--- config.mk ---
export PLATFORM = sky130hd
export DESIGN_NAME = enigma_ctrl_flat
export DESIGN_NICKNAME = d
export VERILOG_FILES = /design/src/rtl/enigma_pkg.sv /design/src/rtl/enigma_ctrl_if.sv /design/src/rtl/enigma_step_logic.sv /design/src/rtl/enigma_ctrl.sv /design/src/flat_wrapper.sv
export SDC_FILE = /design/constraint.sdc
export NUM_CORES = 1
export LEC_CHECK = 0
export ABC_CLOCK_PERIOD_IN_PS = 1800
export CAP_MARGIN = 20
export CORE_MARGIN = 2
export CORE_UTILIZATION = 35
export CTS_CLUSTER_SIZE = 14
export DETAILED_ROUTE_END_ITERATION = 6
export PLACE_DENSITY = 0.79
export SLEW_MARGIN = 20
export SYNTH_ARGS = -nofsm -noshare
export SYNTH_HDL_FRONTEND = slang
export SYNTH_SLANG_ARGS = --single-unit
--- constraint.sdc ---
create_clock -name clk -period 1.8 [get_ports clk]
set_clock_uncertainty 0.2 [all_clocks]
set_input_delay 0.36 -clock clk [delete_from_list [all_inputs] [get_ports clk]]
set_output_delay 0.36 -clock clk [all_outputs]
set_load 0.02 [all_outputs]
--- src/rtl/enigma_pkg.sv ---
// enigma_pkg: shared letter type, alphabet size and controller state encoding
// for the Enigma rotor-chain sequencer.
package enigma_pkg;

  typedef logic [4:0] letter_t;

  localparam int unsigned NUM_LETTERS = 26;

  typedef enum logic [2:0] {
    IDLE   = 3'd0,
    LOAD   = 3'd1,
    STEP   = 3'd2,
    SETTLE = 3'd3,
    SAMPLE = 3'd4,
    OUT    = 3'd5
  } ctrl_state_t;

endpackage

--- src/rtl/enigma_ctrl_if.sv ---
// enigma_ctrl_if: plaintext input and ciphertext output handshakes of the
// Enigma sequencer. master = letter source/sink, slave = enigma_ctrl.
interface enigma_ctrl_if;
  import enigma_pkg::*;

  logic    key_valid;
  letter_t key_char;
  logic    key_ready;
  logic    out_valid;
  letter_t out_char;
  logic    out_ready;

  modport master (
    output key_valid, key_char, out_ready,
    input  key_ready, out_valid, out_char
  );

  modport slave (
    input  key_valid, key_char, out_ready,
    output key_ready, out_valid, out_char
  );

endinterface

--- src/rtl/enigma_step_logic.sv ---
// enigma_step_logic: maps rotor notch outputs to per-keystroke step pulses.
// Build option ENIGMA_CTRL_DOUBLE_STEP_EN selects the historical double-step
// rule; otherwise rotors advance like a plain odometer.
module enigma_step_logic #(
  parameter int unsigned NUM_ROTORS = 3
) (
  input  logic [NUM_ROTORS-1:0] notch,
  output logic [NUM_ROTORS-1:0] step
);

`ifdef ENIGMA_CTRL_DOUBLE_STEP_EN
  // Middle rotors step on their own notch too, giving the double-step anomaly
  always_comb begin
    step    = '0;
    step[0] = 1'b1;
    for (int unsigned i = 1; i < NUM_ROTORS - 1; i++) begin
      step[i] = notch[i-1] | notch[i];
    end
    step[NUM_ROTORS-1] = notch[NUM_ROTORS-2];
  end
`else
  // The slowest rotor's notch carries into nothing in odometer mode
  logic notch_unused;
  assign notch_unused = notch[NUM_ROTORS-1];

  // Carry ripples from the fast rotor through each notch
  always_comb begin
    step    = '0;
    step[0] = 1'b1;
    for (int unsigned i = 1; i < NUM_ROTORS; i++) begin
      step[i] = step[i-1] & notch[i-1];
    end
  end
`endif

endmodule

--- src/rtl/enigma_ctrl.sv ---
// enigma_ctrl: character sequencer driving the Enigma rotor chain. Accepts a
// letter, steps the rotors, waits for the path to settle, returns the cipher
// letter. Build option ENIGMA_CTRL_DOUBLE_STEP_EN (see enigma_step_logic).
module enigma_ctrl
  import enigma_pkg::*;
#(
  parameter int unsigned NUM_ROTORS    = 3,
  parameter int unsigned SETTLE_CYCLES = 2
) (
  input  logic                         clk,
  input  logic                         reset,
  input  logic                         cfg_load,
  input  logic [NUM_ROTORS-1:0][4:0]   cfg_pos,
  output logic                         cfg_ready,
  enigma_ctrl_if.slave                 kif,
  output logic                         rot_load_key,
  output logic [NUM_ROTORS-1:0][4:0]   rot_key,
  output logic [NUM_ROTORS-1:0]        rot_step,
  input  logic [NUM_ROTORS-1:0]        rot_notch,
  output letter_t                      path_char,
  input  letter_t                      path_result,
  output logic                         err_char,
  output logic [15:0]                  char_count
);

  localparam int unsigned CW = (SETTLE_CYCLES > 1) ? $clog2(SETTLE_CYCLES) : 1;

  ctrl_state_t             state;
  logic                    live;
  logic [CW-1:0]           settle_cnt;
  letter_t                 out_char_q;
  logic [NUM_ROTORS-1:0]   step_vec;
  logic                    accept;

  enigma_step_logic #(.NUM_ROTORS(NUM_ROTORS)) u_step (
    .notch (rot_notch),
    .step  (step_vec)
  );

  // IDLE is entered during reset, but readiness is withheld until the first
  // edge after reset releases, keeping cfg_ready/key_ready low under reset.
  assign cfg_ready     = (state == IDLE) && live;
  assign kif.key_ready = cfg_ready && !cfg_load;
  assign accept        = kif.key_valid && kif.key_ready;

  assign rot_load_key  = (state == LOAD);
  assign rot_step      = (state == STEP) ? step_vec : '0;
  assign kif.out_valid = (state == OUT);
  assign kif.out_char  = out_char_q;

  // Sequencer FSM and its datapath registers
  always_ff @(posedge clk) begin
    if (reset) begin
      state      <= IDLE;
      live       <= 1'b0;
      settle_cnt <= '0;
      rot_key    <= '0;
      path_char  <= '0;
      out_char_q <= '0;
      err_char   <= 1'b0;
      char_count <= '0;
    end else begin
      live     <= 1'b1;
      err_char <= 1'b0;
      case (state)
        IDLE: begin
          if (cfg_ready && cfg_load) begin
            rot_key <= cfg_pos;
            state   <= LOAD;
          end else if (accept) begin
            if (kif.key_char > letter_t'(NUM_LETTERS - 1)) begin
              err_char <= 1'b1;
            end else begin
              path_char <= kif.key_char;
              state     <= STEP;
            end
          end
        end
        LOAD:   state <= IDLE;
        STEP: begin
          settle_cnt <= CW'(SETTLE_CYCLES - 1);
          state      <= SETTLE;
        end
        SETTLE: begin
          if (settle_cnt == '0) begin
            state <= SAMPLE;
          end else begin
            settle_cnt <= settle_cnt - 1'b1;
          end
        end
        SAMPLE: begin
          out_char_q <= path_result;
          char_count <= char_count + 16'd1;
          state      <= OUT;
        end
        OUT: begin
          if (kif.out_ready) begin
            state <= IDLE;
          end
        end
        default: state <= IDLE;
      endcase
    end
  end

endmodule

--- src/flat_wrapper.sv ---
// flat-port wrapper written by rule: the top's interface ports become plain ports
module enigma_ctrl_flat import enigma_pkg::*;
#(
  parameter int unsigned NUM_ROTORS    = 3,
  parameter int unsigned SETTLE_CYCLES = 2
)
  (clk, reset, cfg_load, cfg_pos, cfg_ready, rot_load_key, rot_key, rot_step, rot_notch, path_char, path_result, err_char, char_count, kif_key_valid, kif_key_char, kif_out_ready, kif_key_ready, kif_out_valid, kif_out_char);
  enigma_ctrl_if kif_i ();
  input  logic clk;
  input  logic reset;
  input  logic cfg_load;
  input  logic [NUM_ROTORS-1:0][4:0] cfg_pos;
  output logic cfg_ready;
  output logic rot_load_key;
  output logic [NUM_ROTORS-1:0][4:0] rot_key;
  output logic [NUM_ROTORS-1:0] rot_step;
  input  logic [NUM_ROTORS-1:0] rot_notch;
  output letter_t path_char;
  input  letter_t path_result;
  output logic err_char;
  output logic [15:0] char_count;
  input wire logic [$bits(kif_i.key_valid)-1:0] kif_key_valid;
  input wire logic [$bits(kif_i.key_char)-1:0] kif_key_char;
  input wire logic [$bits(kif_i.out_ready)-1:0] kif_out_ready;
  output wire logic [$bits(kif_i.key_ready)-1:0] kif_key_ready;
  output wire logic [$bits(kif_i.out_valid)-1:0] kif_out_valid;
  output wire logic [$bits(kif_i.out_char)-1:0] kif_out_char;
  assign kif_i.key_valid = kif_key_valid;
  assign kif_i.key_char = kif_key_char;
  assign kif_i.out_ready = kif_out_ready;
  assign kif_key_ready = kif_i.key_ready;
  assign kif_out_valid = kif_i.out_valid;
  assign kif_out_char = kif_i.out_char;
  enigma_ctrl #(.NUM_ROTORS(NUM_ROTORS), .SETTLE_CYCLES(SETTLE_CYCLES)) u_core (.clk(clk), .reset(reset), .cfg_load(cfg_load), .cfg_pos(cfg_pos), .cfg_ready(cfg_ready), .kif(kif_i), .rot_load_key(rot_load_key), .rot_key(rot_key), .rot_step(rot_step), .rot_notch(rot_notch), .path_char(path_char), .path_result(path_result), .err_char(err_char), .char_count(char_count));
endmodule
Word-level counts from Yosys, hierarchy flattened --
Index checks and enable logic that the tools add are counted.
Word-level totals: output and inout port bits 49, register bits after elaboration 47, logic and storage cells 49, bits of input ports 33
Cells by class: $lt $le $gt $ge 1, multiplexer cells 11, $add $sub $neg 2, reduce and logical (&&, ||, !) cells 11, bitwise gates (word level) 5, equality and inequality tests 9
Operators with widths (number):
- 2-to-1 mux 3 bit | 6
- adder 16 x 1 -> 16 bit, second input constant | 1
- one-hot mux 3 bit (5 select lines) | 1
- AND reduction 4 bit | 2
- equality test 3 x 2 -> 1 bit, second input constant | 2
- equality test 3 bit, second input constant | 2
- > comparator 5 bit, second input constant | 1
- logical AND 1 bit | 4
- inequality test 2 bit, second input constant | 2
- inverter 1 bit | 4
- OR reduction 4 bit | 1
- equality test 3 x 1 -> 1 bit, second input constant | 1
- zero test 3 bit | 1
- 2-to-1 mux 1 bit | 3
- inequality test 3 x 2 -> 1 bit, second input constant | 1
- inequality test 3 bit, second input constant | 1
- one-hot mux 1 bit (2 select lines) | 1
- AND reduction 2 bit | 1
- nonzero test 2 bit | 1
- AND 1 bit | 1
- zero test 1 bit | 1
- subtractor 1 bit, second input constant | 1

Longest topological paths before layout --
Gate-level depths: netlist (run 1).
depth after elaboration 7, gate-level depth with buffers 7, depth with buffers taken out 4

Cells and area by module --
Synthesis (run 1) repeated with hierarchy kept, for this count alone.
Unflattened totals: cell total of the unflattened synthesis 236, area, all modules 1981.9 um2
By module, submodules not included:
- enigma_ctrl | area an instance 1956.9 um2, sequential area each 940.9 um2, cells an instance 232, instances 1
- enigma_step_logic | area an instance 25.0 um2, sequential area each 0.0 um2, cells an instance 4, instances 1

Worst setup path after synthesis (run 1) --
No wires, ideal clock.
path kind register -> output, start register u_core.state[1], end output rot_step[2], path slack -174 ps, arrival 1414 ps, stages on the path, launching flop included 5, path buffers 1, data required time 1240 ps, path through dfxtp_1 -> buf_6 -> or2b_1 -> nor2_1 -> and3_1
On the way: cells in the longest elaborated chain, start to end 2
Ends and longest elaborated chain:
- from (decl) | line enigma_ctrl.sv:28 | ctrl_state_t state;
- from (signal assigned) | line enigma_ctrl.sv:54 | state <= IDLE;
- from (signal assigned) | line enigma_ctrl.sv:69 | state <= LOAD;
- from (signal assigned) | line enigma_ctrl.sv:75 | state <= STEP;
- equality test 3 x 2 -> 1 bit | line enigma_ctrl.sv:47 | assign rot_step = (state == STEP) ? step_vec : '0;
- 2-to-1 mux 3 bit | line enigma_ctrl.sv:47
- to (decl) | line flat_wrapper.sv:16 | output logic [NUM_ROTORS-1:0] rot_step;
Every way passes these cells.

Final worst setup path (run 1) --
Ends and elaborated chain as after synthesis.

==> flow_summary.yaml, run 1 <==
status:
  status: "finished with violations"
  violations: "negative setup slack"
placed_design:
  post_dp_cell_area_sq_mm: 0.00305
  hpwl_mm: 3.87
  portBuffers: 80
  gp_congestion: 0.814
  place_inst: 402
layout:
  multi_input_area_sq_mm: 0.00102
  areaGrowthSynthToFinish_pct: 62.8
  drive_above_1_share_pct: 20.0
  layout.cells.non_filler: 417
  n_antenna_cell: 0
  fillers: 504
  final_area_sq_mm: 0.00323
  nNetsFinal: 378
  seq_area_sq_um: 947
yosys:
  syn_inst: 234
  ys_types: 41
  synth-seq-cells: 47
  syn_area_sq_mm: 0.00198
  synth_ff_type: "dfxtp_1"
  synth-edff-count: 0
  ys_seq_area_share_pct: 47.5
  syn_area_per_cell_sq_um: 8.47
  synth_common_cells: "nand2_1, dfxtp_1, a21oi_1"
  yosysMostFrequentCell: "nand2_1"
  synth_nets: 268
  synth_top_area_share_pct: 47.5
  synth_area_leaders: "dfxtp_1, nand2_1, a21oi_1, nor2_1, xor2_1"
  yosys_warnings: 0
  async_reset_ff_share_pct: 0
  yosysTopAreaCell: "dfxtp_1"
sta:
  hold_viol: 0
  min_period_ns: 1.92
  worst_slack_ns: -0.118
  fin_crit_sh_pct: 107
  fmaxAchievable_mhz: 521
  max_slew.worst_pin.slew_ns: 0.325
  slew_headroom_pct: 78.1
  rsz0062_at_grt: "yes"
  drv_slew: 0
  setup_viol: 6
worst_setup_path:
  slowest_delay_ns: 0.35
  cp-end-kind: "output pin"
  slowest_stage: "dfxtp_4"
  cp.arrival_ns: 1.36
  path_class: "reg -> out"
  path_cells: "or2b_1 > nor2_4 > and3_4 > buf_6"
  path_max_fanout: 4
  cp.required_ns: 1.24
  start_kind: "flop"
power_and_ir_drop:
  p_sw_share_pct: 29.1
  p_per_area_mw_per_mm2: 793
  vdd_drop_max_uv: 450
  power_mw: 2.56
  p_leak_nw: 1.47
  switchingPower_uw: 744
  seqPwrFrac_pct: 44.7
  intPower_mw: 1.81
  pwr-share-comb_pct: 31.7
  p_clk_share_pct: 23.6
floorplanning:
  initial_core_util_pct: 36.2
  io_pins: 82
  fp-row-count: 27
  die_area_sq_mm: 0.00628
  die_y_um: 79.3
  fp.dieW_um: 79.3
  coreArea_sq_mm: 0.00547
detailed_routing:
  ant_nets: 0
  drt_drc_violations_left: 0
  avgViaCountPerCell: 4.83
  vias: 2013
  drt_wl_total_mm: 5.19
  wl_per_cell_um: 12.5
  drt_iter0_markers: 46
  dr.pass1.iters: 4
run:
  drv_cap: 0
global_route:
  overflow: 0
  antenna_found_initial: 0
  grt_max_degree: 18
  grt_pass1_wl_mm: 8.56
  grt_pass1_vias: 1966
  track_usage_pct: 16.9
clock_network:
  clkTransAtPathRegs_ns: 0.08
  cts_buffer_depth: 2
  insertion_delay_ns: 0.29
  clkSinkCount: 47
  cts_tree: "done"
  cts-htree-levels: 2
  cts_root_buf: "clkbuf_8"
  cts_buffers: 5
worst_hold_path:
  holdCritPathClass: "reg -> reg"
[power groups by stage]
| stage | clock [mW] | sequential (mW) | combinational (mW) |
|---|---|---|---|
| 2_1_floorplan | 0 | 1.21 | 0.333 |
| 6_report | 0.603 | 1.14 | 0.810 |
| 3_3_place_gp | 0 | 1.17 | 0.727 |
| 4_1_cts | 0.622 | 1.15 | 0.768 |
| 5_1_grt | 0.677 | 1.15 | 0.879 |
| 3_5_place_dp | 0 | 1.17 | 0.745 |
[metal layers]
metal	vias up	GRT usage, %	share of wire [%]
met3	5	5.34	6.4
li1	1017	-	-
met2	53	31.4	51
met1	938	18.7	41
met4	0	3.79	0.65
met5	-	0	0
[logic make-up (layout without fill, tap and decap cells)]
logic type	count (synthesis)	count (layout)	synth area share [%]
compound gates	41	41	11.7
xor+xnor	10	10	4.42
fa+ha+maj	1	1	0.631
buf+inv	16	127	3.98
flops	47	47	47.5
mux	4	4	2.08
simple gates	115	115	29.7
[worst max-delay path: cells and delay by family (launching register included)]
kind,cells,cell delay (ns)
buffers and inverters,1,0.11
AND/OR/NAND/NOR,3,0.60
flip-flops,1,0.35
[cell type report]
type / instances / share of cell area, %
clock buffer: 7 / 2.37
clock inverter: 1 / 0.155
inverter: 4 / 0.465
multi-input combinational: 171 / 31.5
sequential: 47 / 29.4
tap: 72 / 2.79
timing repair buffer: 115 / 33.3
[layout by cell type (no fill, tap or decap), types with 4 or more instances in the layout]
cell type,instances
buf_6,11
buf_4,29
a21oi_1,28
clkdlybuf4s50_1,31
dfxtp_1,44
nand3_1,4
dlygate4sd2_1,38
nand4_1,6
nand2_1,55
nor2_1,19
xor2_1,6
dlymetal6s2s_1,4
xnor2_1,4
clkbuf_8,5
[stage by stage]
stage / setup slack [ns] / hold slack [ns] / utilization [%] / setup TNS [ns]
after floorplan: 0.0105 / 0.296 / - / 0
after global placement: -0.313 / 0.240 / 55.8 / -2.39
after detailed placement: -0.360 / 0.247 / 55.8 / -3.15
after CTS: -0.140 / 0.256 / 57.4 / -0.514
after global routing: -0.173 / 0.282 / 58.9 / -0.902
final: -0.118 / 0.252 / 58.9 / -0.383
[flip-flops by register name (all words and copies together), names as in the netlist]
signal,cells
u_core.char_count,16
u_core.rot_key,15
u_core.kif.out_char,5
u_core.path_char,5
u_core.state,3
u_core.err_char,1
u_core.live,1
u_core.settle_cnt,1
[timing repair]
item / CTS / global route
hold buffers: 0 / 0
buffers inserted: 4 / 3
setup endpoints to repair: 50 / 16
pin swaps: 7 / 13
gates resized for setup: 88 / 16
[final timing paths]
| path | start | endpoint | slack (ns) | cells after the start |
|---|---|---|---|---|
| worst min register to register | u_core.rot_key[3]$_SDFFE_PP0P_ | u_core.rot_key[3]$_SDFFE_PP0P_ | 0.25 | 2 |
| worst min-delay path | u_core.rot_key[3]$_SDFFE_PP0P_ | u_core.rot_key[3]$_SDFFE_PP0P_ | 0.25 | 2 |
| worst max register to register | u_core.state[0]$_SDFFE_PP0P_ | u_core.char_count[12]$_SDFFE_PP0N_ | -0.02 | 6 |
| worst max-delay path | u_core.state[1]$_SDFFE_PP0P_ | rot_step[2] | -0.12 | 4 |
Power figures use the tool's default switching activity.
==> run 2: changes to the inputs <==
CORE_MARGIN = not set   (was 2)
==> flow_summary.yaml, run 2 (synthesized netlist as in run 1, its figures left out) <==
layout:
  top_regs: "u_core.char_count (16), u_core.rot_key (15)"
  mostFrequentLayoutCell: "nand2_1"
  finish.utilization_pct: 58.2
  largest_reg_flops: 16
  largest-register: "u_core.char_count"
  nNetsFinal: 375
  n_antenna_cell: 0
  drive_above_1_share_pct: 18.8
  areaGrowthSynthToFinish_pct: 60.6
  layout.cells.non_filler: 413
  final_area_sq_mm: 0.00318
  final_cell_mix: "nand2_1, dfxtp_1, dlygate4sd2_1, clkdlybuf4s50_1, buf_4"
clock_network:
  cts_root_buf: "clkbuf_8"
  cts_buffer_depth: 2
  cts_tree: "done"
  clkSinkCount: 47
  clkTransAtPathRegs_ns: 0.08
  cts_buffers: 5
  cts-htree-levels: 2
  insertion_delay_ns: 0.29
  cts_hold_buf: 0
worst_setup_path:
  worstReg2RegStart: "u_core.state[0]$_SDFFE_PP0P_"
  path_buf_inv: 1
  cp.arrival_ns: 1.35
  slowest_delay_ns: 0.35
  path_class: "reg -> out"
  path_max_fanout: 4
  cpLargestDelayFamily: "simple AND/OR/NAND/NOR gates"
  slowest_stage: "dfxtp_4"
  cp.required_ns: 1.24
  cp-end-kind: "output pin"
  path_cells: "or2b_1 > nor2_4 > and3_4 > buf_6"
  start_kind: "flop"
  startpoint: "u_core.state[1]$_SDFFE_PP0P_"
detailed_routing:
  drt_wl_total_mm: 4.96
  ant_nets: 0
  wl_per_cell_um: 12.0
  drt_drc_violations_left: 0
  avgViaCountPerCell: 4.77
  vias: 1972
  drt_iter0_markers: 83
  dr.pass1.iters: 4
worst_hold_path:
  holdCritStartpoint: "kif_key_char[1]"
  holdCritPathClass: "in -> reg"
placed_design:
  hpwl_mm: 3.74
  post_dp_cell_area_sq_mm: 0.00303
  post-place-ws_ns: -0.349
  place_inst: 401
  gp_congestion: 0.806
  portBuffers: 80
global_route:
  grt_max_degree: 24
  grt_pass1_vias: 1949
  overflow: 0
  track_usage_pct: 16.8
  grt_pass1_wl_mm: 8.25
  antenna_found_initial: 0
power_and_ir_drop:
  intPower_mw: 1.81
  p_per_area_mw_per_mm2: 795
  power_mw: 2.53
  switchingPower_uw: 720
  p_leak_nw: 1.51
  p_sw_share_pct: 28.4
  seqPwrFrac_pct: 45.3
  p_clk_share_pct: 24.6
  vdd_drop_max_uv: 533
  pwr-share-comb_pct: 30.1
sta:
  setup-tns-final_ns: -0.313
  fin_crit_sh_pct: 106
  max_slew.worst_pin.slew_ns: 0.312
  hold_viol: 0
  min_period_ns: 1.91
  rsz0062_at_grt: "yes"
  worst_slack_ns: -0.114
  drv_slew: 0
  slew_headroom_pct: 79.0
  setup_viol: 5
  fmaxAchievable_mhz: 522
  holdWs_ns: 0.165
floorplanning:
  die_y_um: 77.3
  initial_core_util_pct: 36.2
  fp.dieW_um: 77.3
  coreArea_sq_mm: 0.00547
  die_area_sq_mm: 0.00597
  fp-row-count: 27
  io_pins: 82
status:
  violations: "negative setup slack"
  status: "finished with violations"
run:
  drv_cap: 0
-- run 2: worst paths after layout --
| path | end | slack [ns] | depth (start not counted) |
|---|---|---|---|
| worst min register to register | u_core.rot_key[14]$_SDFFE_PP0P_ | 0.25 | 2 |
| worst max-delay path | rot_step[2] | -0.11 | 4 |
| worst max register to register | u_core.char_count[12]$_SDFFE_PP0N_ | -0.01 | 6 |
| worst min-delay path | u_core.path_char[1]$_SDFFE_PP0P_ | 0.16 | 3 |
-- run 2: area by class of cell --
class,instances,area [sq um]
repair buffers,112,1040
clock buffers,6,82.6
clock inverters,1,5.00
well taps,72,90.1
fillers,512,2290
flip-flops and latches,47,947
multi-input cells,171,1000
inverters,4,15.0
-- run 2: routing by layer --
metal  global-route usage (%)  vias up  share of wire (%)
met5                        0        -                  0
met4                     3.96        0               0.79
met3                     4.17        7                5.9
met2                     32.1       65                 51
met1                     18.1      895                 42
li1                         -     1005                  -
-- run 2: power groups by stage --
stage	combinational [mW]	sequential, mW	clock, mW
6_report	0.762	1.15	0.622
5_1_grt	0.821	1.16	0.688
4_1_cts	0.692	1.15	0.644
3_5_place_dp	0.713	1.17	0
3_3_place_gp	0.700	1.17	0
2_1_floorplan	0.333	1.21	0
-- run 2: worst register-to-register path, cell delays in order (launching register included) --
cell and delay (ns):
dfxtp_2 0.34, buf_6 0.13, buf_6 0.11, and4bb_4 0.37, nand2_2 0.08, or4_1 0.40
a21oi_1 0.13
-- run 2: repair_timing --
action / in CTS / in global routing
endpoints found under the setup margin: 45 / 20
gates resized for setup: 79 / 20
buffers inserted: 1 / 4
pin swaps: 5 / 7
==> run 3: changes to the inputs <==
DONT_BUFFER_PORTS = 1   (was not set)
PLACE_DENSITY = 0.6   (was 0.79)
==> flow_summary.yaml, run 3 (synthesized netlist as in run 1, its figures left out) <==
layout:
  areaGrowthSynthToFinish_pct: 31.9
  mostFrequentLayoutCell: "nand2_1"
  top_regs: "u_core.char_count (16), u_core.rot_key (15)"
  final_cell_mix: "nand2_1, dfxtp_1, buf_4, a21oi_1"
  largest_reg_flops: 16
  finish.utilization_pct: 47.8
  largest-register: "u_core.char_count"
  drive_above_1_share_pct: 20.8
  final_area_sq_mm: 0.00261
  nNetsFinal: 316
  n_antenna_cell: 0
worst_setup_path:
  path_class: "reg -> out"
  slowest_stage: "dfxtp_4"
  cp.arrival_ns: 1.29
  path_max_fanout: 5
  r2r_end: "u_core.char_count[12]$_SDFFE_PP0N_"
  slowest_delay_ns: 0.38
  path_buf_inv: 0
  ff2ff_setup_slack_ns: 0.06
  cp_num_cells: 3
  cp.required_ns: 1.24
  rr_worst_depth: 5
  cpLargestDelayFamily: "simple AND/OR/NAND/NOR gates"
  worstReg2RegStart: "u_core.state[2]$_SDFFE_PP0P_"
  cp-end-kind: "output pin"
  path_cells: "or2b_4 > nor2_4 > and3_4"
  start_kind: "flop"
sta:
  slew_headroom_pct: 72.0
  fmaxAchievable_mhz: 542
  drv_slew: 0
  setup_viol: 2
  max_slew.worst_pin.slew_ns: 0.419
  min_period_ns: 1.85
  holdWs_ns: 0.0140
  fin_crit_sh_pct: 103
  worst_slack_ns: -0.0458
  rsz0062_at_grt: "yes"
  hold_viol: 0
detailed_routing:
  avgViaCountPerCell: 4.95
  drt_drc_violations_left: 0
  dr.pass1.iters: 4
  drt_wl_total_mm: 4.69
  ant_nets: 0
  vias: 1757
  wl_per_cell_um: 13.2
  drt_iter0_markers: 74
clock_network:
  cts_buffer_depth: 2
  clkSinkCount: 47
  cts_root_buf: "clkbuf_8"
  clkTransAtPathRegs_ns: 0.09
  cts_buffers: 5
  cts_tree: "done"
  cts-htree-levels: 2
  insertion_delay_ns: 0.29
floorplanning:
  die_area_sq_mm: 0.00597
  fp-row-count: 27
  coreArea_sq_mm: 0.00547
  die_y_um: 77.3
  fp.dieW_um: 77.3
  io_pins: 82
  initial_core_util_pct: 36.2
global_route:
  overflow: 0
  grt_max_degree: 44
  grt_pass1_wl_mm: 7.49
  track_usage_pct: 15.6
  grt_pass1_vias: 1631
  antenna_found_initial: 0
placed_design:
  hpwl_mm: 3.09
  post_dp_cell_area_sq_mm: 0.00225
  portBuffers: 0
  gp_congestion: 0.771
power_and_ir_drop:
  vdd_drop_max_uv: 486
  p_per_area_mw_per_mm2: 923
  p_leak_nw: 0.998
status:
  status: "finished with violations"
  violations: "negative setup slack"
worst_hold_path:
  hold_depth: 2
  holdCritPathClass: "in -> reg"
  holdPathEnd: "u_core.kif.out_char[3]$_SDFFE_PP0N_"
  holdCritStartpoint: "path_result[3]"
run:
  drv_cap: 0
run 3: area by class of cell:
class                      count  area, sq um
clock buffer                   5         68.8
clock inverter                 3         23.8
fill                         524         2860
inverter                       4         15.0
multi-input combinational    171          997
sequential                    47          948
tap                           72         90.1
timing repair buffer          53          470
run 3: routing by layer:
metal / wire length, um / global-route usage (%) / up-vias
met4: 10 / 3.58 / 0
met1: 2120 / 18.6 / 800
li1: - / - / 894
met3: 281 / 5.00 / 2
met5: 0 / 0 / -
met2: 2270 / 26.9 / 61
run 3: how the worst max path moves through the flow:
stage	start	end	slack, ns
2_1_floorplan	u_core.state[1]$_SDFFE_PP0P_	kif_key_ready	0.01
3_3_place_gp	u_core.state[2]$_SDFFE_PP0P_	u_core.char_count[12]$_SDFFE_PP0N_	0.10
3_5_place_dp	u_core.state[2]$_SDFFE_PP0P_	u_core.char_count[12]$_SDFFE_PP0N_	0.08
4_1_cts	u_core.state[1]$_SDFFE_PP0P_	rot_step[2]	-0.06
5_1_grt	u_core.state[1]$_SDFFE_PP0P_	rot_step[2]	-0.11
6_report	u_core.state[1]$_SDFFE_PP0P_	rot_step[2]	-0.05
run 3: what timing repair did:
item	4_1_cts	5_1_grt
gates resized for setup	11	2
hold endpoints to repair	43	0
hold buffers	20	0
endpoints found under the setup margin	7	8
pin swaps	3	1
setup buffers	4	0
run 3: power breakdown:
| group | switching [mW] | internal (mW) | leakage [nW] | total (mW) |
|---|---|---|---|---|
| sequential | 0.104 | 1.11 | 0.383 | 1.21 |
| combinational | 0.263 | 0.290 | 0.575 | 0.552 |
| clock | 0.373 | 0.278 | 0.0408 | 0.651 |
run 3: metrics by stage:
| step | total power [mW] | worst slack (ns) | setup TNS [ns] | std cells |
|---|---|---|---|---|
| final | 2.41 | -0.0458 | -0.0467 | 355 |
| after global routing | 2.54 | -0.105 | -0.348 | 355 |
| after CTS | 2.44 | -0.0650 | -0.102 | 355 |
| after detailed placement | 1.67 | 0.0802 | 0 | 323 |
| after global placement | 1.66 | 0.104 | 0 | 323 |
| after floorplan | 1.54 | 0.0105 | 0 | 234 |
